## config.mk

```make
export PLATFORM = sky130hd
export DESIGN_NAME = ins_encoder
export DESIGN_NICKNAME = d
export VERILOG_FILES = /design/src/rtl/ins_encoder_pkg.sv /design/src/rtl/ins_encoder_fifo.sv /design/src/rtl/ins_encoder.sv
export SDC_FILE = /design/constraint.sdc
export NUM_CORES = 1
export LEC_CHECK = 0
export BUFFER_PORTS_ARGS = -buffer_cell sky130_fd_sc_hd__buf_2
export CAP_MARGIN = 15
export CORE_MARGIN = 8
export CORE_UTILIZATION = 52
export CTS_BUF_LIST = sky130_fd_sc_hd__clkbuf_4 sky130_fd_sc_hd__clkbuf_8
export DETAILED_ROUTE_END_ITERATION = 10
export PLACE_DENSITY = 0.83
export SKIP_LAST_GASP = 1
export SYNTH_ARGS = -nofsm -noshare
export SYNTH_HDL_FRONTEND = slang
export SYNTH_SLANG_ARGS = --single-unit
```

## constraint.sdc

```tcl
create_clock -name clk -period 2.55 [get_ports clk]
set_clock_uncertainty 0.1 [all_clocks]
set_input_delay 0.3825 -clock clk [delete_from_list [all_inputs] [get_ports clk]]
set_output_delay 0.3825 -clock clk [all_outputs]
set_load 0.02 [all_outputs]
```

## src/rtl/ins_encoder_pkg.sv

```systemverilog
// Shared MIPS opcode/function constants, the instruction-kind enum and a
// reference encode function usable by both the RTL and benches.
package ins_encoder_pkg;

  // Primary opcodes
  localparam logic [5:0] OP_RTYPE = 6'h00;
  localparam logic [5:0] OP_J     = 6'h02;
  localparam logic [5:0] OP_JAL   = 6'h03;
  localparam logic [5:0] OP_BEQ   = 6'h04;
  localparam logic [5:0] OP_BNE   = 6'h05;
  localparam logic [5:0] OP_ADDI  = 6'h08;
  localparam logic [5:0] OP_ADDIU = 6'h09;
  localparam logic [5:0] OP_SLTI  = 6'h0A;
  localparam logic [5:0] OP_SLTIU = 6'h0B;
  localparam logic [5:0] OP_ORI   = 6'h0D;
  localparam logic [5:0] OP_XORI  = 6'h0E;
  localparam logic [5:0] OP_LUI   = 6'h0F;
  localparam logic [5:0] OP_LW    = 6'h23;
  localparam logic [5:0] OP_SW    = 6'h2B;

  // R-type function codes
  localparam logic [5:0] FUNC_SLL  = 6'h00;
  localparam logic [5:0] FUNC_SRL  = 6'h02;
  localparam logic [5:0] FUNC_SRA  = 6'h03;
  localparam logic [5:0] FUNC_SLLV = 6'h04;
  localparam logic [5:0] FUNC_SRLV = 6'h06;
  localparam logic [5:0] FUNC_SRAV = 6'h07;
  localparam logic [5:0] FUNC_JR   = 6'h08;
  localparam logic [5:0] FUNC_ADD  = 6'h20;
  localparam logic [5:0] FUNC_ADDU = 6'h21;
  localparam logic [5:0] FUNC_SUB  = 6'h22;
  localparam logic [5:0] FUNC_SUBU = 6'h23;
  localparam logic [5:0] FUNC_AND  = 6'h24;
  localparam logic [5:0] FUNC_OR   = 6'h25;
  localparam logic [5:0] FUNC_XOR  = 6'h26;
  localparam logic [5:0] FUNC_NOR  = 6'h27;
  localparam logic [5:0] FUNC_SLT  = 6'h2A;
  localparam logic [5:0] FUNC_SLTU = 6'h2B;

  localparam logic [31:0] NOP_WORD = 32'h0000_0000;

  typedef enum logic [4:0] {
    INS_NOP,
    INS_ADD, INS_ADDU, INS_SUB, INS_SUBU, INS_AND, INS_OR, INS_XOR, INS_NOR,
    INS_SLT, INS_SLTU,
    INS_SLL, INS_SRL, INS_SRA,
    INS_SLLV, INS_SRLV, INS_SRAV,
    INS_JR,
    INS_ADDI, INS_ADDIU, INS_ORI, INS_XORI, INS_LW, INS_SW, INS_BEQ, INS_BNE,
    INS_SLTI, INS_SLTIU,
    INS_LUI,
    INS_J, INS_JAL
  } ins_t;

  // Highest defined kind; anything above it is an illegal encoding request.
  localparam logic [4:0] INS_LAST = 5'(INS_JAL);

  function automatic logic kind_is_legal(input ins_t kind);
    return 5'(kind) <= INS_LAST;
  endfunction

  function automatic logic [31:0] rtype(input logic [4:0] rs, input logic [4:0] rt,
                                        input logic [4:0] rd, input logic [4:0] shamt,
                                        input logic [5:0] func);
    return {OP_RTYPE, rs, rt, rd, shamt, func};
  endfunction

  function automatic logic [31:0] itype(input logic [5:0] op, input logic [4:0] rs,
                                        input logic [4:0] rt, input logic [15:0] imm);
    return {op, rs, rt, imm};
  endfunction

  // Pack a mnemonic-level request into a MIPS word; unused fields are zeroed
  // and unknown kinds fall back to NOP.
  function automatic logic [31:0] encode(input ins_t kind, input logic [4:0] rs,
                                         input logic [4:0] rt, input logic [4:0] rd,
                                         input logic [4:0] shamt, input logic [15:0] imm,
                                         input logic [25:0] target);
    logic [31:0] w;
    w = NOP_WORD;
    case (kind)
      INS_ADD:   w = rtype(rs, rt, rd, 5'd0, FUNC_ADD);
      INS_ADDU:  w = rtype(rs, rt, rd, 5'd0, FUNC_ADDU);
      INS_SUB:   w = rtype(rs, rt, rd, 5'd0, FUNC_SUB);
      INS_SUBU:  w = rtype(rs, rt, rd, 5'd0, FUNC_SUBU);
      INS_AND:   w = rtype(rs, rt, rd, 5'd0, FUNC_AND);
      INS_OR:    w = rtype(rs, rt, rd, 5'd0, FUNC_OR);
      INS_XOR:   w = rtype(rs, rt, rd, 5'd0, FUNC_XOR);
      INS_NOR:   w = rtype(rs, rt, rd, 5'd0, FUNC_NOR);
      INS_SLT:   w = rtype(rs, rt, rd, 5'd0, FUNC_SLT);
      INS_SLTU:  w = rtype(rs, rt, rd, 5'd0, FUNC_SLTU);
      INS_SLL:   w = rtype(5'd0, rt, rd, shamt, FUNC_SLL);
      INS_SRL:   w = rtype(5'd0, rt, rd, shamt, FUNC_SRL);
      INS_SRA:   w = rtype(5'd0, rt, rd, shamt, FUNC_SRA);
      INS_SLLV:  w = rtype(rs, rt, rd, 5'd0, FUNC_SLLV);
      INS_SRLV:  w = rtype(rs, rt, rd, 5'd0, FUNC_SRLV);
      INS_SRAV:  w = rtype(rs, rt, rd, 5'd0, FUNC_SRAV);
      INS_JR:    w = rtype(rs, 5'd0, 5'd0, 5'd0, FUNC_JR);
      INS_ADDI:  w = itype(OP_ADDI, rs, rt, imm);
      INS_ADDIU: w = itype(OP_ADDIU, rs, rt, imm);
      INS_ORI:   w = itype(OP_ORI, rs, rt, imm);
      INS_XORI:  w = itype(OP_XORI, rs, rt, imm);
      INS_LW:    w = itype(OP_LW, rs, rt, imm);
      INS_SW:    w = itype(OP_SW, rs, rt, imm);
      INS_BEQ:   w = itype(OP_BEQ, rs, rt, imm);
      INS_BNE:   w = itype(OP_BNE, rs, rt, imm);
      INS_SLTI:  w = itype(OP_SLTI, rs, rt, imm);
      INS_SLTIU: w = itype(OP_SLTIU, rs, rt, imm);
      INS_LUI:   w = itype(OP_LUI, 5'd0, rt, imm);
      INS_J:     w = {OP_J, target};
      INS_JAL:   w = {OP_JAL, target};
      default:   w = NOP_WORD;
    endcase
    return w;
  endfunction

endpackage

```

## src/rtl/ins_encoder_fifo.sv

```systemverilog
// Synchronous first-word-fall-through FIFO for encoded words. Flush has
// priority over push and pop; the head word reads as zero while empty.
module ins_fifo
  #(
    parameter int DEPTH = 4
  )
  (
    input  logic                       clk,
    input  logic                       srst,
    input  logic                       flush,
    input  logic                       push,
    input  logic [31:0]                wr_data,
    input  logic                       pop,
    output logic [31:0]                rd_data,
    output logic                       full,
    output logic                       empty,
    output logic [$clog2(DEPTH):0]     count
  );

  localparam int PTR_W = $clog2(DEPTH);
  localparam logic [PTR_W:0] DEPTH_C = (PTR_W + 1)'(DEPTH);

  logic [31:0]      mem [DEPTH];
  logic [PTR_W-1:0] wr_ptr_reg;
  logic [PTR_W-1:0] rd_ptr_reg;
  logic [PTR_W:0]   count_reg;
  logic             do_push;
  logic             do_pop;

  assign full    = (count_reg == DEPTH_C);
  assign empty   = (count_reg == '0);
  assign count   = count_reg;
  assign do_push = push && !full && !flush;
  assign do_pop  = pop && !empty && !flush;
  assign rd_data = empty ? 32'h0 : mem[rd_ptr_reg];

  // Storage write; no reset so the array maps onto plain RAM.
  always_ff @(posedge clk) begin
    if (do_push) begin
      mem[wr_ptr_reg] <= wr_data;
    end
  end

  // Pointer and occupancy tracking; pointers wrap naturally (DEPTH is a power of two).
  always_ff @(posedge clk) begin
    if (srst || flush) begin
      wr_ptr_reg <= '0;
      rd_ptr_reg <= '0;
      count_reg  <= '0;
    end else begin
      if (do_push) begin
        wr_ptr_reg <= wr_ptr_reg + PTR_W'(1);
      end
      if (do_pop) begin
        rd_ptr_reg <= rd_ptr_reg + PTR_W'(1);
      end
      case ({do_push, do_pop})
        2'b10:   count_reg <= count_reg + (PTR_W + 1)'(1);
        2'b01:   count_reg <= count_reg - (PTR_W + 1)'(1);
        default: count_reg <= count_reg;
      endcase
    end
  end

endmodule

```

## src/rtl/ins_encoder.sv

```systemverilog
// Mnemonic-level MIPS instruction encoder: accepts requests over valid/ready,
// packs them into 32-bit words, buffers them and streams them out with a
// sequential byte address. Optional macro ENC_CHECK_EN drops illegal kinds
// and flags them on err; without it they are emitted as NOP.
module ins_encoder
  import ins_encoder_pkg::*;
  #(
    parameter int                 DEPTH     = 4,
    parameter int                 ADDR_W    = 32,
    parameter logic [ADDR_W-1:0]  BASE_ADDR = '0
  )
  (
    input  logic              clk,
    input  logic              rst,
    input  logic              flush,
    input  logic              req_valid,
    output logic              req_ready,
    input  ins_t              req_kind,
    input  logic [4:0]        req_rs,
    input  logic [4:0]        req_rt,
    input  logic [4:0]        req_rd,
    input  logic [4:0]        req_shamt,
    input  logic [15:0]       req_imm,
    input  logic [25:0]       req_target,
    output logic              ins_valid,
    input  logic              ins_ready,
    output logic [31:0]       ins_data,
    output logic [ADDR_W-1:0] ins_addr,
    output logic              err
  );

  logic [31:0]          enc_word;
  logic                 accept;
  logic                 push;
  logic                 pop;
  logic                 fifo_full;
  logic                 fifo_empty;
  logic [$clog2(DEPTH):0] fifo_count;
  logic [ADDR_W-1:0]    addr_reg;

  // Encode straight from the request fields; the FIFO registers the result.
  always_comb begin
    enc_word = encode(req_kind, req_rs, req_rt, req_rd, req_shamt, req_imm, req_target);
  end

  assign req_ready = !fifo_full;
  assign accept    = req_valid && req_ready;
  assign ins_valid = !fifo_empty;
  assign pop       = ins_valid && ins_ready;
  assign ins_addr  = addr_reg;

`ifdef ENC_CHECK_EN
  logic kind_ok;
  logic err_reg;

  assign kind_ok = kind_is_legal(req_kind);
  assign push    = accept && kind_ok;
  assign err     = err_reg;

  // One-cycle error pulse for an accepted-but-dropped illegal kind; a flush discards it.
  always_ff @(posedge clk) begin
    if (rst || flush) begin
      err_reg <= 1'b0;
    end else begin
      err_reg <= accept && !kind_ok;
    end
  end
`else
  assign push = accept;
  assign err  = 1'b0;
`endif

  // Byte address of the head word: advances one word per pop, restarts on flush.
  always_ff @(posedge clk) begin
    if (rst || flush) begin
      addr_reg <= BASE_ADDR;
    end else if (pop) begin
      addr_reg <= addr_reg + ADDR_W'(4);
    end
  end

  ins_fifo #(
    .DEPTH (DEPTH)
  ) u_fifo (
    .clk     (clk),
    .srst    (rst),
    .flush   (flush),
    .push    (push),
    .wr_data (enc_word),
    .pop     (pop),
    .rd_data (ins_data),
    .full    (fifo_full),
    .empty   (fifo_empty),
    .count   (fifo_count)
  );

endmodule

```

**Yosys cells after proc, flatten, opt, wreduce, memory -nomap -nowiden**

Memories as Yosys holds them, arrays and structs flattened. A register that Yosys moved wholly into a read port is not among the register bits.
Index checks and enable logic that the tools add are counted.

- Register bits after elaboration: 39
- RAM bits: 128
- Input port bits: 72
- Word-level logic and storage cells: 62
- Memories kept: 1

- $add $sub $neg: 5
- Eq/ne operators: 33
- Muxes and demuxes: 7
- Reductions and logical operators: 12

Memory list:

| name | depth | bits a word | rd ports | clocked after Yosys merged registers in | write ports | RTL line | RTL |
|---|---|---|---|---|---|---|---|
| u_fifo.mem | 4 | 32 | 1 | 1 | 1 | ins_encoder_fifo.sv:23 | `logic [31:0] mem [DEPTH];` |

Operators with widths:

| operator | number |
|---|---|
| one-hot mux 32 bit (30 select lines) | 1 |
| equality test 5 bit, second input constant | 15 |
| equality test 5 x 4 -> 1 bit, second input constant | 8 |
| adder 32 x 3 -> 32 bit, second input constant | 1 |
| two-way mux 32 bit | 1 |
| equality test 5 x 3 -> 1 bit, second input constant | 4 |
| equality test 5 x 2 -> 1 bit, second input constant | 2 |
| logical AND 1 bit | 6 |
| one-hot mux 3 bit (2 select lines) | 1 |
| equality test 5 x 1 -> 1 bit, second input constant | 1 |
| adder 2 x 1 -> 2 bit, second input constant | 2 |
| two-way mux 2 bit | 2 |
| adder 3 x 1 -> 3 bit, second input constant | 1 |
| equality test 3 bit, second input constant | 1 |
| zero test 1 bit | 3 |
| zero test 3 bit | 1 |
| subtractor 3 x 1 -> 3 bit, second input constant | 1 |
| equality test 2 x 1 -> 1 bit, second input constant | 1 |
| equality test 2 bit, second input constant | 1 |
| two-way mux 1 bit | 2 |
| nonzero test 2 bit | 1 |
| logical OR 1 bit | 1 |

**Longest topological paths before layout**

Gate-level depths: netlist of run 1.

- Word-level depth: 7
- Mapped depth: 10

**By module**

Synthesis of run 1 repeated with hierarchy kept, for this count alone.

- Cell total of the unflattened synthesis: 576
- Area total of the unflattened synthesis: 7673.6 um^2

Modules (own cells, without submodules):

| module | times used | cells each | area each (um^2) | seq. area each (um^2) |
|---|---|---|---|---|
| ins_fifo | 1 | 259 | 5342.6 | 4023.9 |
| ins_encoder | 1 | 317 | 2331.0 | 600.6 |

**Least setup slack after synthesis of run 1**

No wires, ideal clock.

- Kind: register to register
- Start point: register u_fifo.count_reg[2] (netlist: u_fifo.count[2])
- End point: register u_fifo.count_reg[2] (netlist: u_fifo.count[2])
- Arrival: 2.313 ns
- Path slack: 0.067 ns
- Cell stages (with the launch flop): 11
- Buffers on the path: 0
- Period minus slack after synthesis: 2.483 ns
- Path through: dfxtp_1 or3b_2 nand2_1 nor2_1 inv_1 ha_1 inv_1 fa_1 xor2_1 or3_1 a21oi_1

- Longest elaborated chain between the ends: 7

RTL lines:

| what | RTL line | RTL |
|---|---|---|
| start: declaration | ins_encoder_fifo.sv:26 | `logic [PTR_W:0] count_reg;` |
| start signal: assignment | ins_encoder_fifo.sv:58 | `2'b10: count_reg <= count_reg + (PTR_W + 1)'(1);` |
| start signal: assignment | ins_encoder_fifo.sv:59 | `2'b01: count_reg <= count_reg - (PTR_W + 1)'(1);` |
| start signal: assignment | ins_encoder_fifo.sv:60 | `default: count_reg <= count_reg;` |
| equality test 3 bit (*) | ins_encoder_fifo.sv:30 | `assign full = (count_reg == DEPTH_C);` |
| zero test 1 bit (*) | ins_encoder.sv:46 | `assign req_ready = !fifo_full;` |
| net req_ready | ins_encoder.sv:17 | `output logic req_ready,` |
| logical AND 1 bit | ins_encoder.sv:47 | `assign accept = req_valid && req_ready;` |
| logical AND 1 bit (*) (2 in a row) | ins_encoder_fifo.sv:33 | `assign do_push = push && !full && !flush;` |
| equality test 2 x 1 -> 1 bit / equality test 2 bit (equally long branches) | ins_encoder_fifo.sv:57 | `case ({do_push, do_pop})` |
| one-hot mux 3 bit (2 select lines) / nonzero test 2 bit (equally long branches) | - |  |

Mark *: on every way through the listed nets, which the timed path passes. The rest lies on a longest branch.
A chain may end at the register's enable or synchronous reset.

**Final worst setup path of run 1**

- Start point: register u_fifo.count_reg[2] (netlist: u_fifo.count[2])
- End point: output port ins_data[26]

- Longest elaborated chain between the ends: 2

RTL lines:

| what | RTL line | RTL |
|---|---|---|
| zero test 3 bit | ins_encoder_fifo.sv:31 | `assign empty = (count_reg == '0);` |
| two-way mux 32 bit | ins_encoder_fifo.sv:35 | `assign rd_data = empty ? 32'h0 : mem[rd_ptr_reg];` |
| end: declaration | ins_encoder.sv:27 | `output logic [31:0] ins_data,` |

No other way between the ends.

==> flow_summary_export.csv, run 1 <==
group,metric,value,unit
run_status,status,"finished clean",
drt,drcViolationCount,0,
grt,grt.total_usage,18.42,%
sta,worst_pin_slew,951.6,ps
placement,port_buffers,134,
logic_synthesis,synth_cells,550,
grt,antenna_found_initial,1,
floorplan,dieHeight,135.1,um
power_and_ir_drop,vdd_drop_max,0.0004768,V
sta,slew_violations,0,
power_and_ir_drop,p_sw_share,22.03,%
sta,max_freq,408.2,MHz
placement,place_area,8235,um^2
logic_synthesis,syn_area_per_cell,13.42,um^2
logic_synthesis,synth_area_leaders,"edfxtp_1 (50%), dfxtp_1 (11%), mux4_2 (9.5%)",
logic_synthesis,yosys.area.top_type_share,50.45,%
sta,min_period,2450,ps
cells_and_area,largest_reg_flops,124,
setup_path,cp_slowest_cell,"nor3_2",
logic_synthesis,yosysMostFrequentCell,"edfxtp_1",
power_and_ir_drop,power_frac_clock,36.5,%
floorplan,start_util,53.17,%
logic_synthesis,yosysWarnings,0,
drt,vias,5193,
placement,hpwlAfterDp,11710,um
logic_synthesis,synth_area,7381,um^2
sta,period_share,96.06,%
power_and_ir_drop,internal-power,4077,uW
grt,grt_pass1_vias,5306,
power_and_ir_drop,seqPwrFrac,56.0,%
cells_and_area,instances_no_fill,878,
setup_path,crit_type,"register to primary output",
logic_synthesis,synth_edf_count,124,
setup_path,end_kind,"primary output",
cells_and_area,drive_gt1_share,32.28,%
drt,drt_iter0_drc,408,
worst_hold_path,holdCritPathClass,"input pin to register",
grt,grt_max_degree,37,
sta,setup_tns,0,ps
cts,insertion_delay,440,ps
power_and_ir_drop,p_leak,0.003201,uW
logic_synthesis,post-synth-top-area-cell,"edfxtp_1",
setup_path,crit_chain,"buf_4, nor3_2, inv_4, buf_12, and2_1, buf_2",
drt,dr.pass1.iters,6,
cts,cts_tree,"built",
setup_path,startpoint_type,"register",
grt,overflow,0,
floorplan,fp.coreArea,13880,um^2
logic_synthesis,synth_ff_type,"edfxtp_1",
sta,slew_headroom,36.56,%
drt,routed_via_density,5.915,
logic_synthesis,synth_seq_area_share,61.03,%
floorplan,die_w,135.1,um
cells_and_area,post-route-util,62.62,%
logic_synthesis,synth_seq_cells,163,
logic_synthesis,ys_top_cells_by_count,"edfxtp_1 (124), dfxtp_1 (39), and2_1 (35)",
setup_path,worstPathArrival,1970,ps
logic_synthesis,async_reset_ff_share,0,%
cells_and_area,area_growth,17.77,%
cells_and_area,nets,763,
cts,clk_pin_slew,80,ps
logic_synthesis,synth_cell_type_count,59,
power_and_ir_drop,power_switching,1152,uW
cells_and_area,final_area,8692,um^2
cts,cts_sinks,163,
grt,grt_pass1_wl,26470,um
placement,dp_cells,844,
setup_path,worstPathRequired,2070,ps
floorplan,row_count,43,
setup_path,crit_buf_inv,4,
cts,cts-buffers-inserted,17,
placement,place_congestion,0.8537,
cts,cts_setup_buffers,0,
sta,rsz0062_at_grt,"no",
floorplan,dieArea,18260,um^2
floorplan,io_pins,139,
drt,wire_per_inst,19.50,um
cts,cts-root-buf,"clkbuf_8",
sta,hold_violations,0,
setup_path,critPathMaxFanout,22,
setup_path,crit_family,"buffers and inverters",
power_and_ir_drop,p_comb_share,7.5,%
drt,drt-total-wl,17120,um
cts,cts_buffer_depth,2,
flow_run,maxCapViolCount,0,
sta,finalSetupViolCount,0,
cts,htreeDepth,4,
setup_path,cp_slowest_stage_delay,340,ps
drt,ant_nets,0,
power_and_ir_drop,power_density,601.5,nW/um^2
power_and_ir_drop,power.total,5229,uW
## worst paths after layout
path	slack, ps	from	cells past startpoint	to
hold / removal	130	req_valid	3	u_fifo.wr_ptr_reg[1]$_SDFFE_PP0P_
setup reg to reg	150	u_fifo.count[1]$_SDFFE_PP0P_	10	u_fifo.count[2]$_SDFFE_PP0P_
setup / recovery	100	u_fifo.count[2]$_SDFFE_PP0P_	6	ins_data[26]
hold reg to reg	400	ins_addr[30]$_SDFFE_PP0P_	2	ins_addr[30]$_SDFFE_PP0P_
## final cells by class
type | instances | area (um^2)
diodes | 1 | 2.502
clock buffers | 20 | 256.5
clock inverters | 12 | 155.1
well taps | 180 | 225.2
fillers | 1016 | 5189
multi-input cells | 327 | 2613
repair buffers | 151 | 840.8
inverters | 24 | 92.59
flip-flops and latches | 163 | 4507
## cells in the final DEF (no fill, tap or decap), drive strengths merged, types with 5 or more instances in the layout
cell type,instances
a22o,11
a21oi,28
edfxtp,124
nor3,5
clkbuf,21
nand2,27
xnor2,11
inv,27
and2,36
nand4,12
mux4,31
dfxtp,39
and3,6
xor2,6
o31ai,12
nor2,29
buf,150
nand3,17
and4,6
o21ai,14
nor4,5
or3,9
or4,10
ha,6
a222oi,10
## worst register-to-register path, delay by kind of cell, from the launching register on
| family | cells | cell delay [ps] |
|---|---|---|
| simple gates | 4 | 930 |
| fa+ha+maj | 2 | 540 |
| buf+inv | 2 | 120 |
| xor+xnor | 1 | 160 |
| flops | 1 | 360 |
| compound gates | 1 | 130 |
## power by group through the flow
stage	registers (uW)	logic, uW	clock network (uW)
final	2930	395	1910
after global routing	2930	428	2050
after CTS	2930	391	1940
after detailed placement	2990	390	0
after global placement	2980	372	0
after floorplan	2980	247	0
## layer usage
metal / routed length (um) / GRT usage (%)
met5: 0 / 0
met4: 310 / 6.354
met2: 8781 / 32.76
met3: 1354 / 4.599
met1: 6674 / 21.15
## what timing repair did
action / CTS / global route
endpoints found under the hold margin: 0 / 0
hold buffers: 0 / 0
endpoints found under the setup margin: 20 / 12
gates resized for setup: 2 / 5
pin swaps: 0 / 0
gates cloned: 0 / 1
## stage by stage
| stage | worst slack [ps] | hold slack, ps |
|---|---|---|
| floorplan | 66.72 | 369.2 |
| global placement | 125.8 | 357.4 |
| detailed placement | 12.42 | 383.6 |
| CTS | 11.01 | 102.0 |
| global route | 1.217 | 128.7 |
| finish | 100.5 | 132.5 |
## cells by family (layout without fill, tap and decap cells)
family	after synthesis	count (layout)	share of synthesized area [%]
other cells	1	5	0.05081
mux	32	32	9.595
fa+ha+maj	7	7	1.288
xor+xnor	17	17	2.017
flops	163	163	61.03
buf+inv	63	207	3.916
simple gates	170	170	12.78
compound gates	97	97	9.324
No activity file was read; power rests on OpenSTA's default activity.
==> inputs of run 2 (changes only) <==
Settings changed: PLACE_DENSITY 0.83 to 0.82, SYNTH_HIERARCHICAL set to 1.
==> run 2 against run 1 <==
Effect of this change:
- sequential share of layout area is 0.94 points lower
- synthesized area increased by 4.0%
- critical path depth rose by 6
- final area is 4.6% higher
- total power grew 0.81%
- largest cell class unchanged
- largest power group unchanged
==> flow_summary_export.csv, run 2 <==
group,metric,value,unit
run_status,status,"finished clean",
logic_synthesis,synth_area_leaders,"edfxtp_1 (50%), dfxtp_1 (10%), mux4_2 (9.4%)",
floorplan,row_count,44,
setup_path,cp_slowest_cell,"or3b_4",
cells_and_area,final_cell_mix,"buf_2 (135), edfxtp_1 (128), nor2b_1 (36)",
drt,wire_per_inst,18.85,um
setup_path,worstPathRequired,2840,ps
cts,insertion_delay,460,ps
cts,cts-root-buf,"clkbuf_8",
floorplan,die_w,137.5,um
cells_and_area,drive_gt1_share,34.07,%
setup_path,cpMostUsedCell,"inv_2",
drt,drcViolationCount,0,
sta,setup_ws,46.31,ps
sta,finalSetupViolCount,0,
cells_and_area,nets,794,
logic_synthesis,ys_top_cells_by_count,"edfxtp_1 (128), dfxtp_1 (39), nor2b_1 (37)",
grt,grt_max_degree,33,
sta,slew_violations,0,
cells_and_area,multi_input_comb_area,2824,um^2
sta,period_share,98.18,%
cells_and_area,final_common_cell,"buf_2",
cts,cts_tree,"built",
power_and_ir_drop,vdd_drop_max,0.0003029,V
logic_synthesis,async_reset_ff_share,0,%
logic_synthesis,synth_seq_cells,167,
grt,grt_pass1_vias,5513,
sta,max_freq,399.4,MHz
grt,antenna_found_initial,0,
placement,port_buffers,135,
drt,routed_via_density,5.789,
cts,cts-buffers-inserted,17,
setup_path,crit_type,"register to register",
drt,vias,5280,
floorplan,dieArea,18900,um^2
logic_synthesis,synth_seq_area_share,60.26,%
cts,cts_hold_buf,0,
setup_path,crit_buf_inv,3,
logic_synthesis,post-synth-top-area-cell,"edfxtp_1",
floorplan,fp.coreArea,14480,um^2
setup_path,startpoint_type,"register",
drt,ant_nets,0,
cts,cts_buffer_depth,2,
cells_and_area,instances_no_fill,912,
worst_hold_path,holdCritPathClass,"input pin to register",
setup_path,end_kind,"register",
grt,grt.total_usage,19.00,%
placement,place_ws,31.21,ps
sta,hold_violations,0,
floorplan,start_util,53.00,%
logic_synthesis,yosysWarnings,6,
flow_run,maxCapViolCount,0,
cells_and_area,largest_reg_flops,128,
setup_path,worstPathArrival,2790,ps
logic_synthesis,synth_cells,576,
setup_path,cp_slowest_stage_delay,400,ps
sta,rsz0062_at_grt,"yes",
logic_synthesis,yosysMostFrequentCell,"edfxtp_1",
grt,grt_pass1_wl,27580,um
logic_synthesis,synth_edf_count,128,
logic_synthesis,syn_area_per_cell,13.32,um^2
sta,whs,161.4,ps
cells_and_area,fill_cells,1074,
sta,slew_headroom,58.19,%
logic_synthesis,synth_area,7674,um^2
floorplan,io_pins,139,
logic_synthesis,yosys.area.top_type_share,50.09,%
cts,clk_pin_slew,90,ps
floorplan,dieHeight,137.5,um
sta,min_period,2504,ps
setup_path,crit_family,"simple AND/OR/NAND/NOR gates",
power_and_ir_drop,p_leak,0.003335,uW
cts,cts_setup_buffers,0,
power_and_ir_drop,power_density,579.6,nW/um^2
drt,dr.pass1.iters,5,
cts,cts_sinks,167,
placement,place_congestion,0.8744,
cts,htreeDepth,4,
drt,drt-total-wl,17190,um
setup_path,critPathMaxFanout,8,
placement,hpwlAfterDp,11810,um
cts,cts.repair.resized,0,
logic_synthesis,synth_ff_type,"edfxtp_1",
sta,worst_pin_slew,627.2,ps
cells_and_area,area_growth,18.51,%
setup_path,crit_chain,"or3b_4, inv_2, nor2b_1, nor2b_4, and2_4, inv_2, ha_4, inv_2, fa_2, xor2_1, or3_4, a21oi_2",
logic_synthesis,synth_cell_type_count,64,
drt,drt_iter0_drc,385,
cells_and_area,n_antenna_cell,0,
grt,overflow,0,
placement,dp_cells,879,
cells_and_area,seq_area,4629,um^2
[run 2: changes by cell type after synthesis, moves of 5 or more]
| cell | change |
|---|---|
| nor2b_1 | +36 |
| and2_1 | -32 |
| a222oi_1 | -10 |
| nand2b_1 | +8 |
| a21o_1 | +6 |
| a22oi_1 | +6 |
| nand3_1 | -6 |
| xnor2_1 | -6 |
| a22o_1 | +5 |
| xor2_1 | +5 |
[run 2: worst reg2reg max path, delay by kind of cell, from the launching register on]
family,cells,cell delay [ps]
AO/OA/AOI/OAI,1,120
buffers and inverters,3,160
adder cells (fa/ha/maj),2,480
flip-flops,1,340
XOR/XNOR,1,170
AND/OR/NAND/NOR,5,1070
[run 2: kinds of logic after synthesis]
kind of cell	share of synthesized area [%]
compound gates	9.506
xor+xnor	1.826
fa+ha+maj	1.239
buf+inv	3.734
flops	60.26
mux	9.783
other cells	0.04887
simple gates	13.60
[run 2: path summary, 6_finish.rpt]
check / from / end / slack, ps / cells after the start
min reg2reg: ins_addr[31]$_SDFFE_PP0P_ / ins_addr[31]$_SDFFE_PP0P_ / 380 / 2
max reg2reg: u_fifo/count[0]$_SDFFE_PP0P_ / u_fifo/count[2]$_SDFFE_PP0P_ / 50 / 12
min: req_target[6] / u_fifo/mem[3][6]$_DFFE_PP_ / 160 / 3
max: u_fifo/count[0]$_SDFFE_PP0P_ / u_fifo/count[2]$_SDFFE_PP0P_ / 50 / 12
[run 2: power by group]
group          switching (uW)  internal (uW)  total [uW]
Combinational             229            165         395
Sequential               9.33           2980        2990
Clock                     994            888        1880
Total                    1230           4040        5270
[run 2: metrics by stage]
stage | power [uW] | utilization [%] | setup TNS (ps) | cell area, um^2
floorplan | 3299 | - | 0 | 7727
global placement | 3429 | 59.80 | 0 | 8658
detailed placement | 3450 | 59.80 | 0 | 8658
CTS | 5308 | 62.59 | 0 | 9062
global route | 5474 | 62.81 | -35.36 | 9094
finish | 5271 | 62.81 | 0 | 9094
[run 2: area by class of cell]
class / instances / share of cell area [%]
clock buffers: 17 / 2.573
multi-input cells: 354 / 31.05
clock inverters: 15 / 1.871
repair buffers: 155 / 10.24
flip-flops and latches: 167 / 50.91
well taps: 184 / 2.532
inverters: 20 / 0.8255
[run 2: metal layers]
metal | GRT usage (%) | part of all wire [%] | up-vias
li1 | - | - | 2478
met1 | 22.99 | 41 | 2609
met2 | 31.64 | 51 | 173
met3 | 4.522 | 6.4 | 20
met4 | 8.630 | 1.7 | 0
met5 | 0 | 0 | -
